<file path="config.mk">
export PLATFORM = sky130hd
export DESIGN_NAME = instruction_fetch_decode
export DESIGN_NICKNAME = d
export VERILOG_FILES = /design/src/rtl/instruction_fetch_decode_pkg.sv /design/src/rtl/instruction_fetch_decode_delay_counter.sv /design/src/rtl/instruction_fetch_decode.sv
export SDC_FILE = /design/constraint.sdc
export NUM_CORES = 1
export LEC_CHECK = 0
export CORE_ASPECT_RATIO = 1.1
export CORE_MARGIN = 2
export CORE_UTILIZATION = 36
export CTS_BUF_LIST = sky130_fd_sc_hd__clkbuf_8
export DETAILED_ROUTE_END_ITERATION = 10
export PLACE_DENSITY = 0.7
export SETUP_SLACK_MARGIN = 0.2
export SLEW_MARGIN = 20
export SYNTH_ARGS = -nofsm -noshare
export SYNTH_HDL_FRONTEND = slang
export SYNTH_SLANG_ARGS = --single-unit
</file>
<file path="constraint.sdc">
create_clock -name Clock -period 4.6 [get_ports Clock]
set_clock_uncertainty 0.15 [all_clocks]
set_input_delay 1.38 -clock Clock [delete_from_list [all_inputs] [get_ports Clock]]
set_output_delay 1.38 -clock Clock [all_outputs]
set_load 0.01 [all_outputs]
</file>
<file path="src/rtl/instruction_fetch_decode_pkg.sv">
// instruction_fetch_decode_pkg: opcodes and instruction field extractors shared by
// the fetch/decode front end and the execute stage.
package instruction_fetch_decode_pkg;
  typedef enum logic [3:0] {
    OP_NOP  = 4'h0,
    OP_JMP  = 4'h1,
    OP_BLE  = 4'h2,
    OP_ADD  = 4'h3,
    OP_STO  = 4'h4,
    OP_LED  = 4'h5,
    OP_IMUL = 4'h6
  } opcode_e;
  localparam int OPC_LSB  = 24;
  localparam int DEST_LSB = 16;
  localparam int SRC0_LSB = 8;
  localparam int SRC1_LSB = 0;
  function automatic logic [3:0] insn_opcode(input logic [27:0] insn);
    return insn[OPC_LSB +: 4];
  endfunction
  function automatic logic [7:0] insn_dest(input logic [27:0] insn);
    return insn[DEST_LSB +: 8];
  endfunction
  function automatic logic [7:0] insn_src0(input logic [27:0] insn);
    return insn[SRC0_LSB +: 8];
  endfunction
  function automatic logic [7:0] insn_src1(input logic [27:0] insn);
    return insn[SRC1_LSB +: 8];
  endfunction
  function automatic logic [15:0] insn_imm(input logic [27:0] insn);
    return insn[SRC1_LSB +: 16];
  endfunction
  function automatic logic [23:0] insn_delay(input logic [27:0] insn);
    return insn[SRC1_LSB +: 24];
  endfunction
endpackage

</file>
<file path="src/rtl/instruction_fetch_decode_delay_counter.sv">
// delay_counter: loadable down-counter; done flags the last idle cycle (count 1) or an empty load.
module delay_counter #(
  parameter int W = 24
) (
  input  logic         i_clk,
  input  logic         i_rst_n,
  input  logic         i_load,
  input  logic         i_en,
  input  logic [W-1:0] i_value,
  output logic         o_done
);
  logic [W-1:0] r_count;
  always_ff @(posedge i_clk or negedge i_rst_n)
    if (!i_rst_n) r_count <= '0;
    else if (i_load) r_count <= i_value;
    else if (i_en && r_count != '0) r_count <= r_count - 1'b1;
  assign o_done = r_count <= W'(1);
endmodule

</file>
<file path="src/rtl/instruction_fetch_decode.sv">
// instruction_fetch_decode: fetches from a combinational ROM, resolves NOP/JMP/BLE locally
// and issues everything else to execute over a valid/ready handshake.
module instruction_fetch_decode
  import instruction_fetch_decode_pkg::*;
#(
  parameter int ADDR_W  = 16,
  parameter int INSN_W  = 28,
  parameter int DELAY_W = 24
) (
  input  logic              Clock,
  input  logic              Reset,
  output logic [ADDR_W-1:0] oAddress,
  input  logic [INSN_W-1:0] iInstruction,
  output logic              oValid,
  input  logic              iReady,
  output logic [3:0]        oOpcode,
  output logic [7:0]        oDest,
  output logic [7:0]        oSrc0,
  output logic [7:0]        oSrc1,
  output logic [15:0]       oImm,
  input  logic              iBranchValid,
  input  logic              iBranchTaken,
  output logic              oBusy
);
  typedef enum logic [1:0] {FETCH, NOP_WAIT, BR_WAIT} state_e;
  state_e              r_state, w_state_nxt;
  logic [ADDR_W-1:0]   r_pc, r_target, w_pc_nxt, w_jump;
  logic                r_valid, w_valid_nxt, w_issue, w_load, w_done, w_fetch;
  logic [3:0]          r_opcode, w_opcode;
  logic [7:0]          r_dest, r_src0, r_src1;
  logic [15:0]         r_imm;
  logic [DELAY_W-1:0]  w_delay;
  assign w_opcode = insn_opcode(iInstruction);
  assign w_delay  = DELAY_W'(insn_delay(iInstruction));
  assign w_jump   = ADDR_W'(insn_dest(iInstruction));
  assign w_fetch  = r_state == FETCH && (!r_valid || iReady);
  always_comb begin
    w_state_nxt = r_state;
    w_pc_nxt    = r_pc;
    w_valid_nxt = r_valid && !iReady;
    w_issue     = 1'b0;
    w_load      = 1'b0;
    case (r_state)
      FETCH: if (w_fetch) begin
        w_pc_nxt = r_pc + 1'b1;
        case (w_opcode)
          OP_NOP: begin
            w_load      = 1'b1;
            w_state_nxt = w_delay == '0 ? FETCH : NOP_WAIT;
          end
          OP_JMP: w_pc_nxt = w_jump;
          OP_BLE: begin
            w_issue     = 1'b1;
            w_valid_nxt = 1'b1;
            w_state_nxt = BR_WAIT;
          end
          default: begin
            w_issue     = 1'b1;
            w_valid_nxt = 1'b1;
          end
        endcase
      end
      NOP_WAIT: w_state_nxt = w_done ? FETCH : NOP_WAIT;
      BR_WAIT: if (iBranchValid) begin
        w_state_nxt = FETCH;
        w_pc_nxt    = iBranchTaken ? r_target : r_pc;
      end
      default: w_state_nxt = FETCH;
    endcase
  end
  always_ff @(posedge Clock or negedge Reset)
    if (!Reset) begin
      r_state  <= FETCH;
      r_pc     <= '0;
      r_valid  <= 1'b0;
      r_target <= '0;
      r_opcode <= '0;
      r_dest   <= '0;
      r_src0   <= '0;
      r_src1   <= '0;
      r_imm    <= '0;
    end else begin
      r_state <= w_state_nxt;
      r_pc    <= w_pc_nxt;
      r_valid <= w_valid_nxt;
      if (w_issue) begin
        r_target <= w_jump;
        r_opcode <= w_opcode;
        r_dest   <= insn_dest(iInstruction);
        r_src0   <= insn_src0(iInstruction);
        r_src1   <= insn_src1(iInstruction);
        r_imm    <= insn_imm(iInstruction);
      end
    end
  delay_counter #(.W(DELAY_W)) u_delay (
    .i_clk   (Clock),
    .i_rst_n (Reset),
    .i_load  (w_load),
    .i_en    (r_state == NOP_WAIT),
    .i_value (w_delay),
    .o_done  (w_done)
  );
  assign oAddress = r_pc;
  assign oValid   = r_valid;
  assign oOpcode  = r_opcode;
  assign oDest    = r_dest;
  assign oSrc0    = r_src0;
  assign oSrc1    = r_src1;
  assign oImm     = r_imm;
  assign oBusy    = r_state != FETCH;
endmodule

</file>
==> results.cfg <==
[run_status]
status = finished clean

[clocking]
htree_levels = 3
cts_tree = yes
insertion_delay_ns = 0.35
cts.path.max_buffers = 2
cts_hold_buf = 0
cts_resized = 0
numClockSinks = 71
cts-buffers-inserted = 9
path_clk_slew_ns = 0.08
cts_setup_buffers = 0
clock-root-buffer = clkbuf_8

[critical_path]
reg2reg_to = u_delay.r_count[18]
r2r_cells = 6
endpoint_kind = register
critPathKind = input port to register
r2r_slack_ns = 2.08
cp.arrival_ns = 3.59
worstPathMaxFanout = 11
cp_data_required_time_ns = 4.67
startpoint_type = input port
reg2reg_from = u_delay.r_count[0]

[finish]
num-nets-final = 520
fill_cells = 1035
diodes = 0
final_cells = 635
multi_input_area_sq_um = 1970
drive_gt1_frac = 0.127
area_growth_pct = 29.9
seqCellArea_sq_um = 1780

[detailed_routing]
dr.first_iter.drc_count = 303
postRouteAntennaNets = 0
via_per_inst = 5.53
vias = 3512
routed_wl_um = 10400
firstDrtPassIters = 4
drc = 0
wl_per_cell_um = 16.4

[synthesis]
muxShareOfSynthArea = 0.0818
yosys.area_share.simple = 0.217
synth_edf_count = 0
ys_types = 58
synth_fa_ha_area_frac = 0.0127
yosys_warnings = 0
synthArstFlopShare = 1.00
synth_xor_area_frac = 0.00888
synth_top_family_by_area = simple AND/OR/NAND/NOR gates
avgSynthCellArea_sq_um = 9.74
syn-num-nets = 442
seq_area_frac_synth = 0.450
netlist_instances = 405
ys_seq_elements = 71
synth_compound_gate_area_share = 0.172
syn-cell-area_sq_um = 3950
synthFlopType = dfrtp_1

[timing]
rsz0062_at_grt = false
min_period_ns = 3.52
hold_viol_final = 0
fin_crit_sh = 0.764
max_freq_mhz = 284
worst_pin_slew_ns = 0.961
slew_headroom = 0.358
timing.setup.tns_ns = 0
setup_viol = 0
drv_slew = 0
setup_slack_ns = 1.08

[placement]
portBuffers = 94
routabilityCongestion = 0.838
place_inst = 619
dp_slack_ns = 0.725
place.detailed.hpwl_um = 7570

[floorplan]
pin_count = 95
die_w_um = 104
floorplan.core_area_sq_um = 10800
die-area_sq_um = 11800
start_util = 0.365
row_count = 40
dieHeight_um = 114

[worst_hold_path]
holdPathEnd = oOpcode[3]
min-delay-start = oOpcode[3]
worstHoldPathCells = 1
hp-class = register to register

[pwr]
power.density_nw_per_um2 = 621
ir_drop_uv = 231
p_leak_uw = 0.00203

[global_route]
grt_pass1_wl_um = 17100
grt_max_degree = 72
grt_usage = 0.179
antenna_found_initial = 0
grt_pass1_vias = 3446
overflow = 0

[job]
drv_cap = 0
==> how the worst max path moves through the flow <==
| stage | start | slack, ns | to |
|---|---|---|---|
| after global placement | iInstruction[25] | 0.84 | oAddress[14] |
| after CTS | iInstruction[25] | 1.12 | oAddress[14] |
| final | iInstruction[25] | 1.08 | oAddress[14] |
| after detailed placement | iInstruction[25] | 0.72 | oAddress[14] |
| after global routing | iInstruction[25] | 0.99 | oAddress[14] |
| after floorplan | iInstruction[25] | 1.67 | oAddress[6] |
==> synth_stat cells, types with 4 or more instances <==
library cell | count | area [sq um]
nand2_1 | 44 | 165
clkbuf_1 | 11 | 41.3
nand4_1 | 4 | 25.0
nor2_1 | 22 | 82.6
o21ai_0 | 14 | 70.1
nand3_1 | 28 | 140
mux2_2 | 26 | 293
nand2b_1 | 10 | 62.6
a32oi_1 | 5 | 43.8
dfrtp_1 | 71 | 1780
a211o_1 | 5 | 43.8
ha_1 | 4 | 50.1
a31oi_1 | 7 | 43.8
nor3_1 | 10 | 50.1
o31ai_1 | 5 | 37.5
o311ai_0 | 9 | 78.8
a21oi_1 | 13 | 65.1
nor4_1 | 11 | 68.8
buf_4 | 17 | 128
a211oi_1 | 4 | 30.0
and3_1 | 7 | 43.8
o211ai_1 | 7 | 52.6
inv_1 | 8 | 30.0
==> cell type report <==
cell class,instances,share of cell area
Multi-Input combinational cell,294,0.383
Sequential cell,71,0.347
Timing Repair Buffer,99,0.190
Tap cell,147,0.0359
Clock buffer,10,0.0268
Clock inverter,6,0.0117
Inverter,8,0.00586
==> per-layer routing <==
metal,GRT usage,vias up,wire (um)
li1,-,1668,-
met1,0.221,1723,4540
met2,0.305,107,5250
met3,0.0394,14,470
met4,0.0757,0,165
met5,0,-,0
==> where the power goes <==
group	switching, uW	internal [uW]	leakage (uW)
sequential	283	899	0.000867
clock	239	262	0.0000981
combinational	680	818	0.00106
==> sequential cells by signal (all words and copies together) (netlist names) <==
signal	count
oValid	1
oImm	1
oSrc0	8
u_delay.r_count	24
oDest	8
r_state	2
oAddress	16
oSrc1	7
oOpcode	4
==> cells by family after synthesis <==
| group | Yosys count |
|---|---|
| AND/OR/NAND/NOR | 162 |
| AO/OA/AOI/OAI | 95 |
| flip-flops | 71 |
| buffers and inverters | 40 |
| multiplexers | 29 |
| XOR/XNOR | 4 |
| adder cells (fa/ha/maj) | 4 |
==> metrics by stage <==
stage | utilization | instance area [sq um] | power, uW | hold slack [ns]
after floorplan | - | 3950 | 2060 | 0.340
after global placement | 0.455 | 4920 | 2640 | 0.341
after detailed placement | 0.455 | 4920 | 2700 | 0.342
after CTS | 0.474 | 5120 | 3210 | 0.362
after global routing | 0.474 | 5130 | 3400 | 0.385
final | 0.474 | 5130 | 3180 | 0.367
==> critical path, cell delays in order <==
cell             delay, ns
clkdlybuf4s50_1       0.54
or4b_2                0.87
nand2_1               0.22
nand3_1               0.22
o311ai_0              0.20
o41ai_1               0.14
==> layout by cell type, fill, tap and decap left out, drive strengths merged, types with 8 or more instances in the layout <==
| cell | count |
|---|---|
| a21oi | 14 |
| clkbuf | 10 |
| clkdlybuf4s50 | 93 |
| dfrtp | 71 |
| inv | 8 |
| mux2 | 26 |
| nand2 | 44 |
| nand2b | 10 |
| nand3 | 29 |
| nor2 | 22 |
| nor3 | 11 |
| nor4 | 14 |
| o21ai | 17 |
| o311ai | 10 |
(Power assumes the default switching activity.)
